## config.mk

```make
export PLATFORM = sky130hd
export DESIGN_NAME = mem_xfer_ctrl_flat
export DESIGN_NICKNAME = d
export VERILOG_FILES = /design/src/rtl/mem_xfer_pkg.sv /design/src/rtl/mem_xfer_ctrl_if.sv /design/src/rtl/xfer_idx_cnt.sv /design/src/rtl/mem_xfer_ctrl.sv /design/src/flat_wrapper.sv
export SDC_FILE = /design/constraint.sdc
export NUM_CORES = 1
export LEC_CHECK = 0
export BUFFER_PORTS_ARGS = -buffer_cell sky130_fd_sc_hd__buf_2
export CAP_MARGIN = 20
export CORE_MARGIN = 5
export CORE_UTILIZATION = 47
export DETAILED_ROUTE_END_ITERATION = 8
export GPL_TIMING_DRIVEN = 0
export PLACE_DENSITY = 0.77
export SYNTH_ARGS = -nofsm -noshare
export SYNTH_HDL_FRONTEND = slang
export SYNTH_HIERARCHICAL = 1
export SYNTH_SLANG_ARGS = --single-unit
```

## constraint.sdc

```tcl
create_clock -name clk -period 2.68 [get_ports clk]
set_input_delay 0.268 -clock clk [delete_from_list [all_inputs] [get_ports clk]]
set_output_delay 0.268 -clock clk [all_outputs]
set_load 0.02 [all_outputs]
```

## src/rtl/mem_xfer_pkg.sv

```systemverilog
// mem_xfer_pkg
//   Shared types for the memory transfer controller: the controller state
//   encoding and the number of states it uses.
//   No ports.
package mem_xfer_pkg;

  typedef enum logic [2:0] {
    ST_IDLE   = 3'd0,
    ST_LOAD   = 3'd1,
    ST_GAP    = 3'd2,
    ST_CP_RD  = 3'd3,
    ST_CP_WR  = 3'd4,
    ST_VF_RD  = 3'd5,
    ST_VF_CMP = 3'd6,
    ST_DONE   = 3'd7
  } xfer_state_e;

  localparam int XFER_NUM_STATES = 8;

endpackage

```

## src/rtl/mem_xfer_ctrl_if.sv

```systemverilog
// mem_xfer_ctrl_if
//   Bundle of the handshake and memory-side signals of mem_xfer_ctrl.
//   slave  : controller side (drives enables, addresses, status).
//   master : environment side (drives start/len/in_valid and memory read data).
//   Signals: start, len[ADDR_W:0], in_valid, in_ready, wea, addr_a, web,
//            addr_b, rd_data_a, rd_data_b, busy, done, mismatch, err_addr.
interface mem_xfer_ctrl_if #(
  parameter int ADDR_W = 4,
  parameter int DATA_W = 8
);

  logic              start;
  logic [ADDR_W:0]   len;
  logic              in_valid;
  logic              in_ready;
  logic              wea;
  logic [ADDR_W-1:0] addr_a;
  logic              web;
  logic [ADDR_W-1:0] addr_b;
  logic [DATA_W-1:0] rd_data_a;
  logic [DATA_W-1:0] rd_data_b;
  logic              busy;
  logic              done;
  logic              mismatch;
  logic [ADDR_W-1:0] err_addr;

  modport slave (
    input  start, len, in_valid, rd_data_a, rd_data_b,
    output in_ready, wea, addr_a, web, addr_b, busy, done, mismatch, err_addr
  );

  modport master (
    output start, len, in_valid, rd_data_a, rd_data_b,
    input  in_ready, wea, addr_a, web, addr_b, busy, done, mismatch, err_addr
  );

endinterface

```

## src/rtl/xfer_idx_cnt.sv

```systemverilog
// xfer_idx_cnt
//   Word index counter for the transfer controller.
//   Ports: clk, reset (sync, active-high), clr_i (clear, wins over en_i),
//          en_i (increment), eff_len_i (current transfer length),
//          idx_o (count, ADDR_W+1 bits), last_o (idx_o == eff_len_i - 1).
module xfer_idx_cnt #(
  parameter int ADDR_W = 4
) (
  input  logic            clk,
  input  logic            reset,
  input  logic            clr_i,
  input  logic            en_i,
  input  logic [ADDR_W:0] eff_len_i,
  output logic [ADDR_W:0] idx_o,
  output logic            last_o
);

  logic [ADDR_W:0] idx_q;
  logic [ADDR_W:0] idx_d;

  // Next count: clear first, then increment, else hold.
  always_comb begin
    idx_d = idx_q;
    if (clr_i) begin
      idx_d = {(ADDR_W+1){1'b0}};
    end else if (en_i) begin
      idx_d = idx_q + {{ADDR_W{1'b0}}, 1'b1};
    end else begin
      idx_d = idx_q;
    end
  end

  // Count register.
  always_ff @(posedge clk) begin
    if (reset) begin
      idx_q <= {(ADDR_W+1){1'b0}};
    end else begin
      idx_q <= idx_d;
    end
  end

  assign idx_o  = idx_q;
  assign last_o = (idx_q == (eff_len_i - {{ADDR_W{1'b0}}, 1'b1}));

endmodule

```

## src/rtl/mem_xfer_ctrl.sv

```systemverilog
// mem_xfer_ctrl
//   Loads a word stream into memory A, then copies A to B word by word
//   (read A one cycle, write B the next). Optional read-back verify of A
//   against B when the macro MXC_VERIFY_EN is defined.
//   Ports: clk, reset (sync, active-high), bus (mem_xfer_ctrl_if.slave):
//     start/len request, in_valid/in_ready load handshake, wea/addr_a,
//     web/addr_b memory controls, rd_data_a/rd_data_b read data,
//     busy/done status, mismatch/err_addr verify result.
module mem_xfer_ctrl
  import mem_xfer_pkg::*;
#(
  parameter int ADDR_W  = 4,
  parameter int DATA_W  = 8,
  parameter int MAX_LEN = 2**ADDR_W
) (
  input  logic            clk,
  input  logic            reset,
  mem_xfer_ctrl_if.slave  bus
);

  localparam logic [ADDR_W:0] MAX_LEN_C = (ADDR_W+1)'(MAX_LEN);

  xfer_state_e       state_q;
  xfer_state_e       state_d;
  logic [ADDR_W:0]   eff_len_q;
  logic [ADDR_W:0]   eff_len_d;
  logic [ADDR_W:0]   idx_s;
  logic              idx_clr_s;
  logic              idx_en_s;
  logic              idx_last_s;
  logic              start_acc_s;
  logic              in_ready_q;
  logic              web_q;
  logic              busy_q;
  logic              done_q;
  logic [ADDR_W-1:0] addr_a_s;
  logic [ADDR_W-1:0] addr_b_s;
  logic              idx_msb_unused_s;

  assign start_acc_s = (state_q == ST_IDLE) && bus.start;

  // idx restarts at each phase boundary; it counts accepted load words,
  // completed B writes and completed compares.
  assign idx_clr_s = start_acc_s
                   | (state_q == ST_GAP)
                   | ((state_q == ST_CP_WR) && idx_last_s)
                   | (state_q == ST_DONE);
  assign idx_en_s  = ((state_q == ST_LOAD) && bus.in_valid)
                   | (state_q == ST_CP_WR)
                   | (state_q == ST_VF_CMP);

  xfer_idx_cnt #(.ADDR_W(ADDR_W)) u_idx_cnt (
    .clk       (clk),
    .reset     (reset),
    .clr_i     (idx_clr_s),
    .en_i      (idx_en_s),
    .eff_len_i (eff_len_q),
    .idx_o     (idx_s),
    .last_o    (idx_last_s)
  );

  // Next-state and clamped length capture.
  always_comb begin
    state_d   = state_q;
    eff_len_d = eff_len_q;
    case (state_q)
      ST_IDLE: begin
        if (bus.start) begin
          eff_len_d = (bus.len > MAX_LEN_C) ? MAX_LEN_C : bus.len;
          if (eff_len_d == {(ADDR_W+1){1'b0}}) begin
            state_d = ST_DONE;
          end else begin
            state_d = ST_LOAD;
          end
        end else begin
          state_d = ST_IDLE;
        end
      end
      ST_LOAD: begin
        if (bus.in_valid && idx_last_s) begin
          state_d = ST_GAP;
        end else begin
          state_d = ST_LOAD;
        end
      end
      ST_GAP:   state_d = ST_CP_RD;
      ST_CP_RD: state_d = ST_CP_WR;
      ST_CP_WR: begin
        if (idx_last_s) begin
`ifdef MXC_VERIFY_EN
          state_d = ST_VF_RD;
`else
          state_d = ST_DONE;
`endif
        end else begin
          state_d = ST_CP_RD;
        end
      end
      ST_VF_RD: state_d = ST_VF_CMP;
      ST_VF_CMP: begin
        if (idx_last_s) begin
          state_d = ST_DONE;
        end else begin
          state_d = ST_VF_RD;
        end
      end
      ST_DONE:  state_d = ST_IDLE;
      default:  state_d = ST_IDLE;
    endcase
  end

  // State, length and registered status flags (decoded from the next state
  // so they line up with the state they describe).
  always_ff @(posedge clk) begin
    if (reset) begin
      state_q    <= ST_IDLE;
      eff_len_q  <= {(ADDR_W+1){1'b0}};
      in_ready_q <= 1'b0;
      web_q      <= 1'b0;
      busy_q     <= 1'b0;
      done_q     <= 1'b0;
    end else begin
      state_q    <= state_d;
      eff_len_q  <= eff_len_d;
      in_ready_q <= (state_d == ST_LOAD);
      web_q      <= (state_d == ST_CP_WR);
      busy_q     <= (state_d != ST_IDLE);
      done_q     <= (state_d == ST_DONE);
    end
  end

  // Addresses come straight from the registered index, zero when unused.
  always_comb begin
    addr_a_s = {ADDR_W{1'b0}};
    addr_b_s = {ADDR_W{1'b0}};
    case (state_q)
      ST_LOAD, ST_CP_RD: addr_a_s = idx_s[ADDR_W-1:0];
      ST_CP_WR:          addr_b_s = idx_s[ADDR_W-1:0];
      ST_VF_RD, ST_VF_CMP: begin
        addr_a_s = idx_s[ADDR_W-1:0];
        addr_b_s = idx_s[ADDR_W-1:0];
      end
      default: begin
        addr_a_s = {ADDR_W{1'b0}};
        addr_b_s = {ADDR_W{1'b0}};
      end
    endcase
  end

  assign bus.in_ready = in_ready_q;
  // The write must follow the producer's valid in the same cycle.
  assign bus.wea      = in_ready_q & bus.in_valid;
  assign bus.web      = web_q;
  assign bus.busy     = busy_q;
  assign bus.done     = done_q;
  assign bus.addr_a   = addr_a_s;
  assign bus.addr_b   = addr_b_s;

  // The index MSB only matters for the length compare inside the counter.
  assign idx_msb_unused_s = idx_s[ADDR_W];

`ifdef MXC_VERIFY_EN
  logic              mismatch_q;
  logic [ADDR_W-1:0] err_addr_q;

  // Sticky first-failure capture; data read in VF_RD is valid in VF_CMP.
  always_ff @(posedge clk) begin
    if (reset) begin
      mismatch_q <= 1'b0;
      err_addr_q <= {ADDR_W{1'b0}};
    end else if (start_acc_s) begin
      mismatch_q <= 1'b0;
      err_addr_q <= {ADDR_W{1'b0}};
    end else if ((state_q == ST_VF_CMP) && !mismatch_q &&
                 (bus.rd_data_a != bus.rd_data_b)) begin
      mismatch_q <= 1'b1;
      err_addr_q <= idx_s[ADDR_W-1:0];
    end else begin
      mismatch_q <= mismatch_q;
      err_addr_q <= err_addr_q;
    end
  end

  assign bus.mismatch = mismatch_q;
  assign bus.err_addr = err_addr_q;
`else
  logic rd_data_unused_s;

  assign rd_data_unused_s = ^{bus.rd_data_a, bus.rd_data_b};
  assign bus.mismatch     = 1'b0;
  assign bus.err_addr     = {ADDR_W{1'b0}};
`endif

endmodule
```

## src/flat_wrapper.sv

```systemverilog
// flat-port wrapper written by rule: the top's interface ports become plain ports
module mem_xfer_ctrl_flat import mem_xfer_pkg::*;
#(
  parameter int ADDR_W  = 4,
  parameter int DATA_W  = 8,
  parameter int MAX_LEN = 2**ADDR_W
)
  (clk, reset, bus_start, bus_len, bus_in_valid, bus_rd_data_a, bus_rd_data_b, bus_in_ready, bus_wea, bus_addr_a, bus_web, bus_addr_b, bus_busy, bus_done, bus_mismatch, bus_err_addr);
  mem_xfer_ctrl_if #(.ADDR_W(ADDR_W), .DATA_W(DATA_W)) bus_i ();
  input  logic clk;
  input  logic reset;
  input wire logic [$bits(bus_i.start)-1:0] bus_start;
  input wire logic [$bits(bus_i.len)-1:0] bus_len;
  input wire logic [$bits(bus_i.in_valid)-1:0] bus_in_valid;
  input wire logic [$bits(bus_i.rd_data_a)-1:0] bus_rd_data_a;
  input wire logic [$bits(bus_i.rd_data_b)-1:0] bus_rd_data_b;
  output wire logic [$bits(bus_i.in_ready)-1:0] bus_in_ready;
  output wire logic [$bits(bus_i.wea)-1:0] bus_wea;
  output wire logic [$bits(bus_i.addr_a)-1:0] bus_addr_a;
  output wire logic [$bits(bus_i.web)-1:0] bus_web;
  output wire logic [$bits(bus_i.addr_b)-1:0] bus_addr_b;
  output wire logic [$bits(bus_i.busy)-1:0] bus_busy;
  output wire logic [$bits(bus_i.done)-1:0] bus_done;
  output wire logic [$bits(bus_i.mismatch)-1:0] bus_mismatch;
  output wire logic [$bits(bus_i.err_addr)-1:0] bus_err_addr;
  assign bus_i.start = bus_start;
  assign bus_i.len = bus_len;
  assign bus_i.in_valid = bus_in_valid;
  assign bus_i.rd_data_a = bus_rd_data_a;
  assign bus_i.rd_data_b = bus_rd_data_b;
  assign bus_in_ready = bus_i.in_ready;
  assign bus_wea = bus_i.wea;
  assign bus_addr_a = bus_i.addr_a;
  assign bus_web = bus_i.web;
  assign bus_addr_b = bus_i.addr_b;
  assign bus_busy = bus_i.busy;
  assign bus_done = bus_i.done;
  assign bus_mismatch = bus_i.mismatch;
  assign bus_err_addr = bus_i.err_addr;
  mem_xfer_ctrl #(.ADDR_W(ADDR_W), .DATA_W(DATA_W), .MAX_LEN(MAX_LEN)) u_core (.clk(clk), .reset(reset), .bus(bus_i));
endmodule
```

==> results of run 1 <==
==> power by group <==
group | switching, mW | total (mW) | internal (mW)
Clock | 0.0752 | 0.133 | 0.0577
Sequential | 0.00883 | 0.271 | 0.262
Combinational | 0.0535 | 0.0955 | 0.0420
Total | 0.138 | 0.499 | 0.361
==> how the worst min path moves through the flow <==
stage	startpoint	to	slack (ps)	depth (start not counted)
2_1_floorplan	reset	u_core/u_idx_cnt/idx_o[0]	340	1
3_3_place_gp	u_core/eff_len_q[1]	u_core/eff_len_q[1]	460	2
3_5_place_dp	u_core/eff_len_q[4]	u_core/eff_len_q[4]	470	2
4_1_cts	reset	u_core/u_idx_cnt/idx_o[0]	210	2
5_1_grt	reset	u_core/u_idx_cnt/idx_o[0]	220	2
6_report	reset	u_core/u_idx_cnt/idx_o[0]	220	2
==> cells by family after synthesis <==
kind of cell    share of synthesized area
mux                               0.00962
xor+xnor                           0.0841
compound gates                      0.155
flops                               0.327
buf+inv                            0.0769
fa+ha+maj                          0.0240
other cells                       0.00360
simple gates                        0.320
==> Yosys cell counts (2+ instances only) <==
master / count / area, sq um
a21oi_1: 6 / 30.0
and2_1: 5 / 31.3
and3_1: 2 / 12.5
buf_4: 7 / 52.6
dfxtp_1: 17 / 340
ha_1: 2 / 25.0
inv_1: 3 / 11.3
nand2_1: 10 / 37.5
nand3b_1: 6 / 45.0
nand4_1: 2 / 12.5
nor2_1: 3 / 11.3
nor2b_1: 7 / 43.8
nor3_1: 7 / 35.0
o21ai_1: 2 / 10.0
xnor2_1: 4 / 35.0
xor2_1: 6 / 52.6
==> registers in the layout, summed over array words and instances, names as in the netlist <==
register / count
u_core/u_idx_cnt/idx_o: 5
u_core/state_q: 3
u_core/bus.busy: 1
u_core/eff_len_q: 5
u_core/bus.in_ready: 1
u_core/bus.done: 1
u_core/bus.web: 1
==> metal layers <==
layer	vias up	global-route usage	wire length [um]
met3	2	0.0317	160
met5	-	0	0
met1	417	0.153	925
met4	0	0.0397	10
li1	460	-	-
met2	29	0.264	1140
==> area by class of cell <==
cell class | instances | area, sq um | share of cell area
buffer | 9 | 68.8 | 0.0560
inverter | 3 | 11.3 | 0.00916
timing repair buffer | 21 | 105 | 0.0855
tap | 28 | 35.0 | 0.0285
clock buffer | 4 | 26.3 | 0.0214
sequential | 17 | 340 | 0.277
multi-input combinational | 92 | 642 | 0.522
==> timing repair <==
| item | 4_1_cts | 5_1_grt |
|---|---|---|
| gates resized for setup | 0 | 1 |
| hold buffers | 0 | 0 |
| setup endpoints to repair | 0 | 9 |
| buffers inserted | 0 | 0 |
==> per-stage QoR <==
step	area, sq um	worst slack [ps]	std cells	hold WS [ps]
3_3_place_gp	1200	293	170	462
5_1_grt	1230	140	174	218
4_1_cts	1220	167	174	206
2_1_floorplan	1060	555	121	345
6_report	1230	320	174	221
3_5_place_dp	1200	165	170	469
==> critical path, delay by kind of cell, from the launching register on <==
kind                     cells  cell delay (ps)
AO/OA/AOI/OAI                3              960
AND/OR/NAND/NOR              3              590
adder cells (fa/ha/maj)      1              210
flip-flops                   1              410
buffers and inverters        1               70
==> cell usage in the layout, fill, tap and decap left out, drive strengths merged, types with 2 or more instances in the layout <==
master and count:
nand3b 6, dfxtp 17, clkbuf 4, a21oi 6
conb 5, nand4 2, nor3 7, nor2b 7
a21boi 3, and2 5, nand2 10, xnor2 4
o21ai 3, ha 2, nor2 4, xor2 6
and3 2, buf 30, inv 3
==> impl_summary.txt, run 1 <==
----------------------------------------------------
[Run status]
  Result of the run ... finished, final reports clean

[Die]
  I/O pins ... 43
  Initial standard-cell utilization of the core ... 0.480
  DIE HEIGHT ... 57.1 um
  DIE AREA ... 3260 sq um
  Die width ... 57.1 um
  Core Rows ... 17
  Area of the core ... 2170 sq um

[Timing]
  Fmax ... 424 MHz
  Final number of max-transition violations ... 0
  Period Utilization, post-route ... 0.880
  Final Critical Period ... 2360 ps
  Unrepaired setup endpoints after global routing ... no
  Worst Skew ... 1.06 ps
  Headroom to the max-slew limit ... 0.520
  Transition time at the pin with the least slew margin ... 714 ps
  Final Hold Fails ... 0
  Aggregate negative setup slack ... 0 ps
  Final-report setup violation count ... 0

[Worst hold path]
  Hold crit path type ... in2reg

[Worst setup path]
  Req. time, crit path ... 2840 ps
  Worst setup path start ... u_core/eff_len_q[0]
  Endpoint of the most critical register-to-register path ... u_core/u_idx_cnt/idx_o[4]
  End of the critical path ... u_core/u_idx_cnt/idx_o[4]
  Crit-path slowest cell ... a311oi_2
  Flop-to-flop setup slack ... 320 ps
  Category of the most critical setup path ... reg2reg
  Crit path launch type ... flop
  Type of destination of the critical path ... flop
  Cell Chain, Critical Path ... inv_1, ha_1, or3_1, a311oi_2, nand2_1, a2bb2oi_1, o21ai_1, nor3_1
  Arrival time of the worst setup path ... 2520 ps
  Depth of the worst register-to-register path ... 8
  Crit-path max cell delay ... 520 ps
  Launch instance of the worst register-to-register path ... u_core/eff_len_q[0]
  Biggest fanout along the worst timing path ... 5

[GRT]
  Via count of the first global-routing pass ... 874
  Global-route wire length before repair ... 3690 um
  Global-route usage over all layers ... 0.140
  Maximum number of pins on one net before global-route repair ... 11
  Total congestion overflow ... 0
  Initial antenna violation count ... 0

[CTS]
  Worst-case clock buffer depth ... 2
  CTS root buffer ... clkbuf_4
  Clock tree from TritonCTS ... built
  Clock-pin slew on the worst setup and hold paths ... 90 ps
  # H-tree levels ... 1
  Inserted Clock Buffers ... 3
  Total clock sinks ... 17
  Worst skew pair latency ... 280 ps

[Routing]
  Detailed-route wire length ... 2230 um
  Number of DRC violations after detailed routing ... 0
  Antenna Violating Nets Remaining ... 0
  Wire per inst ... 12.8 um
  1st-iter DRT viols ... 36
  Post-detailed-route via-to-cell ratio ... 5.22
  Detailed Routing Iterations Pass 1 ... 4
  Detailed-route via count ... 908

[Yosys]
  Share of synthesized flip-flops with an asynchronous set or reset ... 0
  Number of storage elements in the synthesis netlist ... 17
  Average cell area after synthesis ... 8.90 sq um
  Post-synth design cell area ... 1040 sq um
  Post-synthesis cell count ... 117
  Count of unique library cells instantiated by Yosys ... 44
  Post-synth top flop ... dfxtp_1
  Number of enable-type register cells in the synthesized netlist ... 0
  Synthesis warning total ... 6
  Sequential element share of the synthesized area ... 0.327

[Cells and area]
  Synth-to-Final Area Change ... 18.0%
  Share of final-layout standard cells stronger than drive strength 1 ... 0.274
  Final Util ... 0.566
  Number of inserted filler cells in the final layout ... 211
  Count of inserted antenna diode cells ... 0
  Total Nets Final ... 174

[Place]
  Port Buffers ... 21
  Final weighted congestion in routability-driven placement ... 0.705
  HPWL after detailed placement ... 1760 um

[Power]
  Leak Pwr ... 0.551 nW
  Max IR drop VDD ... 0.332 mV
  PnR Total Power ... 499 uW
  Power density over the cells ... 406 nW/um^2

[Flow run]
  Max-capacitance violation count ... 0

----------------------------------------------------
Note: power is estimated with default switching activity, not from simulation.
==> inputs of run 2 (changes only) <==
--- a/config.mk
+++ b/config.mk
@@ -8,10 +8,10 @@
 export BUFFER_PORTS_ARGS = -buffer_cell sky130_fd_sc_hd__buf_2
 export CAP_MARGIN = 20
 export CORE_MARGIN = 5
-export CORE_UTILIZATION = 47
+export CORE_UTILIZATION = 40
 export DETAILED_ROUTE_END_ITERATION = 8
 export GPL_TIMING_DRIVEN = 0
-export PLACE_DENSITY = 0.77
+export PLACE_DENSITY = 0.67
 export SYNTH_ARGS = -nofsm -noshare
 export SYNTH_HDL_FRONTEND = slang
 export SYNTH_HIERARCHICAL = 1
==> impl_summary.txt, run 2 (same netlist as run 1, synthesis figures left out) <==
----------------------------------------------------
[Run status]
  Result of the run ... finished, violations left
  Violated checks ... DRC

[Routing]
  Number of DRC violations after detailed routing ... 2 (+2)
  Detailed Routing Iterations Pass 1 ... 6 (+2)
  1st-iter DRT viols ... 24 (-33%)
  Post-detailed-route via-to-cell ratio ... 5.22 (about the same)
  Antenna Violating Nets Remaining ... 0 (unchanged)
  Detailed-route via count ... 919 (+1.2%)
  Wire per inst ... 12.8 um (-0.65%)
  Detailed-route wire length ... 2250 um (+0.49%)

[Cells and area]
  Sequential cell area in the final layout ... 340 sq um (unchanged)
  Number of inserted filler cells in the final layout ... 247 (+17%)
  Commonest cells after routing, fill and taps aside ... 22 x buf_2, 17 x dfxtp_1, 10 x nand2_1
  Count of inserted antenna diode cells ... 0 (unchanged)
  Synth-to-Final Area Change ... 18.4%
  Total Nets Final ... 174 (unchanged)
  Multi-input gate area in the final layout ... 642 sq um (unchanged)
  Most frequent standard cell in the layout excluding fill and tap cells ... buf_2
  Final std cell area, no fill ... 1230 sq um (+0.31%)
  Share of final-layout standard cells stronger than drive strength 1 ... 0.281 (+0.00685)

[GRT]
  Initial antenna violation count ... 0 (unchanged)
  Global-route usage over all layers ... 0.130 (-0.00982)
  Met3 track demand over resource in global routing ... 0.0231 (-0.00861)
  Total congestion overflow ... 0 (unchanged)
  Maximum number of pins on one net before global-route repair ... 11 (unchanged)
  Via count of the first global-routing pass ... 852 (-2.5%)
  Met2 demand-to-capacity share in global routing ... 0.240 (-0.0246)
  Busiest grt layer ... met2
  Global-route wire length before repair ... 3710 um (+0.57%)
  GR Layer Usage met1 ... 0.156 (+0.00299)

[Place]
  Pre-CTS setup slack ... 209 ps (+43.6 ps)
  Final weighted congestion in routability-driven placement ... 0.709 (+0.58%)
  Port Buffers ... 21 (unchanged)
  Placed instance area ... 1200 sq um (+0.21%)
  HPWL after detailed placement ... 1770 um (+0.55%)

[Worst setup path]
  Type of destination of the critical path ... flop
  Arrival time of the worst setup path ... 2520 ps (about the same)
  Crit path launch type ... flop
  Biggest fanout along the worst timing path ... 5 (unchanged)
  Category of the most critical setup path ... reg2reg
  Req. time, crit path ... 2850 ps (about the same)

[Timing]
  Unrepaired setup endpoints after global routing ... no
  Worst Skew ... 1.94 ps (+0.872 ps)
  Final worst-path setup slack ... 325 ps (+4.92 ps)
  Final Hold Fails ... 0 (unchanged)
  Fmax ... 425 MHz (+0.21%)
  Headroom to the max-slew limit ... 0.510 (-0.0104)
  Final-report setup violation count ... 0 (unchanged)
  Final number of max-transition violations ... 0 (unchanged)
  Transition time at the pin with the least slew margin ... 729 ps (+15.4 ps)
  Period Utilization, post-route ... 0.879 (-0.00184)
  Aggregate negative setup slack ... 0 ps (unchanged)
  Hold slack ... 214 ps (-6.82 ps)
  Final Critical Period ... 2350 ps (-4.92 ps)

[Power]
  Leak Pwr ... 0.554 nW (+0.50%)
  Power density over the cells ... 408 nW/um^2 (+0.37%)
  Max IR drop VDD ... 0.308 mV (-7.2%)

[Die]
  Area of the core ... 2480 sq um (+14%)
  Initial standard-cell utilization of the core ... 0.420 (-0.0596)
  Die width ... 61.0 um (+6.9%)
  DIE HEIGHT ... 61.0 um (+6.9%)
  DIE AREA ... 3720 sq um (+14%)
  Core Rows ... 18 (+1)
  I/O pins ... 43 (unchanged)

[CTS]
  Clock-pin slew on the worst setup and hold paths ... 100 ps (about the same)
  Count of instances resized after the clock tree is built ... 0 (unchanged)
  # H-tree levels ... 1 (unchanged)
  Worst skew pair latency ... 280 ps (about the same)
  CTS root buffer ... clkbuf_4
  Worst-case clock buffer depth ... 2 (unchanged)
  Clock tree from TritonCTS ... built
  Total clock sinks ... 17 (unchanged)
  Total of hold buffers inserted after clock tree synthesis ... 0 (unchanged)
  Post-CTS Setup Repair Bufs ... 0 (unchanged)
  Inserted Clock Buffers ... 3 (unchanged)

[Worst hold path]
  Hold crit path type ... in2reg

[Flow run]
  Max-capacitance violation count ... 0 (unchanged)

----------------------------------------------------
-- run 2: cell types whose count changed in the layout (fill, tap and decap cells not counted), sizes merged --
cell and change:
clkinv +1, clkbuf -1
-- run 2: routing by layer --
| layer | part of all wire | wire length (um) | vias up |
|---|---|---|---|
| met1 | 0.43 | 965 | 428 |
| met5 | 0 | 0 | - |
| met4 | 0.0045 | 10 | 0 |
| met3 | 0.050 | 113 | 2 |
| li1 | - | - | 464 |
| met2 | 0.51 | 1150 | 25 |
-- run 2: path summary, 6_finish.rpt --
path	slack, ps	startpoint	end	cells past startpoint
max	330	u_core/eff_len_q[0]	u_core/u_idx_cnt/idx_o[4]	8
min	210	reset	u_core/u_idx_cnt/idx_o[0]	2
max reg2reg	330	u_core/eff_len_q[0]	u_core/u_idx_cnt/idx_o[4]	8
min reg2reg	480	u_core/eff_len_q[4]	u_core/eff_len_q[4]	2
-- run 2: through the flow --
step | cells | util | power (mW)
2_1_floorplan | 121 | - | 0.345
3_3_place_gp | 172 | 0.484 | 0.367
3_5_place_dp | 172 | 0.484 | 0.371
4_1_cts | 176 | 0.495 | 0.507
5_1_grt | 176 | 0.497 | 0.532
6_report | 176 | 0.497 | 0.502
-- run 2: power breakdown --
group / leakage [nW] / internal (mW) / switching [mW] / total (mW)
Sequential: 0.138 / 0.262 / 0.00911 / 0.271
Clock: 0.0177 / 0.0553 / 0.0809 / 0.136
Combinational: 0.398 / 0.0421 / 0.0532 / 0.0953
Total: 0.554 / 0.359 / 0.143 / 0.502
-- run 2: final cells by class --
class,count,area share
Sequential cell,17,0.276
Tap cell,30,0.0305
Timing Repair Buffer,21,0.0853
Clock inverter,1,0.00406
Buffer,9,0.0558
Inverter,3,0.00914
Clock buffer,3,0.0183
Multi-Input combinational cell,92,0.521
-- run 2: critical path: stages (launching register included) --
cell	delay, ps
dfxtp_1	410
inv_1	70
ha_1	230
or3_1	400
a311oi_2	480
nand2_1	100
a2bb2oi_1	140
o21ai_1	310
nor3_1	100
==> inputs of run 3 (changes only) <==
--- a/config.mk
+++ b/config.mk
@@ -11,6 +11,7 @@
 export CORE_UTILIZATION = 40
 export DETAILED_ROUTE_END_ITERATION = 8
 export GPL_TIMING_DRIVEN = 0
+export MAX_ROUTING_LAYER = met4
 export PLACE_DENSITY = 0.67
 export SYNTH_ARGS = -nofsm -noshare
 export SYNTH_HDL_FRONTEND = slang
==> impl_summary.txt, run 3 (same netlist as run 1, synthesis figures left out) <==
----------------------------------------------------
[Run status]
  Result of the run ... finished, final reports clean

[Worst setup path]
  Crit path launch type ... flop
  Endpoint of the most critical register-to-register path ... u_core/u_idx_cnt/idx_o[4]
  Arrival time of the worst setup path ... 2520 ps (about the same)
  Launch instance of the worst register-to-register path ... u_core/eff_len_q[0]
  Biggest fanout along the worst timing path ... 5 (unchanged)
  Crit path depth ... 8 (unchanged)
  Type of destination of the critical path ... flop
  Flop-to-flop setup slack ... 320 ps (about the same)
  Crit-path slowest cell ... a311oi_2
  Depth of the worst register-to-register path ... 8 (unchanged)
  Crit-path max cell delay ... 490 ps (about the same)
  Category of the most critical setup path ... reg2reg
  Worst path buffer plus inverter count ... 1 (unchanged)
  Cell Chain, Critical Path ... inv_1, ha_1, or3_1, a311oi_2, nand2_1, a2bb2oi_1, o21ai_1, nor3_1
  Dominant delay contributor by cell family on the critical path ... compound AO/OA/AOI/OAI gates
  Req. time, crit path ... 2840 ps (about the same)

[Flow run]
  Max-capacitance violation count ... 0 (unchanged)

[Power]
  Part of the total power dissipated in the clock network ... 0.269 (-0.002)
  Max IR drop VDD ... 0.306 mV (-0.66%)
  Share of power burned in registers ... 0.541 (+0.002)
  Switching Fraction ... 0.283 (-0.00165)
  Leak Pwr ... 0.554 nW (unchanged)
  Power density over the cells ... 407 nW/um^2 (-0.23%)
  Reported net switching power ... 142 uW (-0.81%)
  Internal power component ... 359 uW (about the same)
  Combinational share of power ... 0.190 (about the same)

[CTS]
  Clock-pin slew on the worst setup and hold paths ... 100 ps (about the same)
  # H-tree levels ... 1 (unchanged)
  Worst skew pair latency ... 280 ps (about the same)
  Worst-case clock buffer depth ... 2 (unchanged)
  Clock tree from TritonCTS ... built
  Inserted Clock Buffers ... 3 (unchanged)
  Total clock sinks ... 17 (unchanged)
  CTS root buffer ... clkbuf_4
  Count of instances resized after the clock tree is built ... 0 (unchanged)
  Total of hold buffers inserted after clock tree synthesis ... 0 (unchanged)
  Post-CTS Setup Repair Bufs ... 0 (unchanged)

[Cells and area]
  Number of inserted filler cells in the final layout ... 247 (unchanged)
  Synth-to-Final Area Change ... 18.4% (unchanged)
  Commonest cells after routing, fill and taps aside ... 22 x buf_2, 17 x dfxtp_1, 10 x nand2_1
  Total Nets Final ... 174 (unchanged)
  Most frequent standard cell in the layout excluding fill and tap cells ... buf_2
  Count of inserted antenna diode cells ... 0 (unchanged)
  Share of final-layout standard cells stronger than drive strength 1 ... 0.281 (unchanged)

[Routing]
  Detailed Routing Iterations Pass 1 ... 4 (-2)
  1st-iter DRT viols ... 24 (unchanged)
  Wire per inst ... 12.7 um (about the same)
  Post-detailed-route via-to-cell ratio ... 5.17 (-0.98%)
  Antenna Violating Nets Remaining ... 0 (unchanged)
  Number of DRC violations after detailed routing ... 0 (-2)
  Detailed-route wire length ... 2240 um (about the same)
  Detailed-route via count ... 910 (-0.98%)

[Worst hold path]
  Hold-critical path depth ... 2 (unchanged)
  Hold crit path type ... in2reg
  Worst hold start ... reset
  Hold worst-path end ... u_core/u_idx_cnt/idx_o[0]

[Timing]
  Final-report setup violation count ... 0 (unchanged)
  Final Critical Period ... 2360 ps (+5.45 ps)
  Fmax ... 424 MHz (-0.23%)
  Unrepaired setup endpoints after global routing ... no
  Final number of max-transition violations ... 0 (unchanged)
  Transition time at the pin with the least slew margin ... 729 ps (-0.00328 ps)
  Final worst-path setup slack ... 320 ps (-5.45 ps)
  Final Hold Fails ... 0 (unchanged)
  Worst Skew ... 4.41 ps (+2.47 ps)
  Period Utilization, post-route ... 0.881 (+0.00203)
  Aggregate negative setup slack ... 0 ps (unchanged)
  Headroom to the max-slew limit ... 0.510 (about the same)

[GRT]
  Initial antenna violation count ... 0 (unchanged)
  Maximum number of pins on one net before global-route repair ... 11 (unchanged)
  Via count of the first global-routing pass ... 847 (-0.59%)
  Global-route usage over all layers ... 0.135 (+0.00496)
  Global-route wire length before repair ... 3730 um (+0.54%)
  Total congestion overflow ... 0 (unchanged)

[Place]
  Final weighted congestion in routability-driven placement ... 0.718 (+1.1%)
  Port Buffers ... 21 (unchanged)
  Pre-CTS setup slack ... 209 ps (unchanged)
  HPWL after detailed placement ... 1770 um (unchanged)

[Die]
  Area of the core ... 2480 sq um (unchanged)
  Core Rows ... 18 (unchanged)
  I/O pins ... 43 (unchanged)
  Initial standard-cell utilization of the core ... 0.420 (unchanged)
  Die width ... 61.0 um (unchanged)
  DIE AREA ... 3720 sq um (unchanged)
  DIE HEIGHT ... 61.0 um (unchanged)

----------------------------------------------------
## run 3: cell counts in the layout (fill, tap and decap cells not counted)
No cell type changed its count.
## run 3: metrics by stage
step | std cells | utilization | cell area (sq um) | hold slack (ps) | power, mW
final | 176 | 0.497 | 1230 | 217 | 0.501
after global routing | 176 | 0.497 | 1230 | 221 | 0.532
after CTS | 176 | 0.495 | 1230 | 210 | 0.507
after detailed placement | 172 | 0.484 | 1200 | 472 | 0.371
after global placement | 172 | 0.484 | 1200 | 462 | 0.367
after floorplan | 121 | - | 1060 | 345 | 0.345
## run 3: how the worst max path moves through the flow
stage                             start                        end  slack [ps]
floorplan           u_core/eff_len_q[0]        u_core/bus.in_ready         550
global placement    u_core/eff_len_q[0]  u_core/u_idx_cnt/idx_o[4]         240
detailed placement  u_core/eff_len_q[0]  u_core/u_idx_cnt/idx_o[2]         210
CTS                 u_core/eff_len_q[0]  u_core/u_idx_cnt/idx_o[2]         150
global route        u_core/eff_len_q[0]  u_core/u_idx_cnt/idx_o[3]         120
finish              u_core/eff_len_q[0]  u_core/u_idx_cnt/idx_o[4]         320
## run 3: area by class of cell
class	instances	area, sq um	area share
sequential	17	340	0.276
multi-input combinational	92	642	0.521
tap	30	37.5	0.0305
buffer	9	68.8	0.0558
timing repair buffer	21	105	0.0853
inverter	3	11.3	0.00914
clock buffer	3	22.5	0.0183
clock inverter	1	5.00	0.00406
## run 3: metal layers
layer  part of all wire  global-route usage  up-vias
met5                  0                   -        -
met4             0.0045              0.0279        0
met3              0.049              0.0189        2
met2               0.51               0.240       20
met1               0.44               0.162      424
li1                   -                   -      464
## run 3: power by group through the flow
stage / Clock (mW) / Sequential (mW) / Combinational, mW
floorplan: 0 / 0.279 / 0.0669
global placement: 0 / 0.276 / 0.0911
detailed placement: 0 / 0.277 / 0.0944
CTS: 0.142 / 0.271 / 0.0945
global route: 0.153 / 0.273 / 0.106
finish: 0.135 / 0.271 / 0.0953
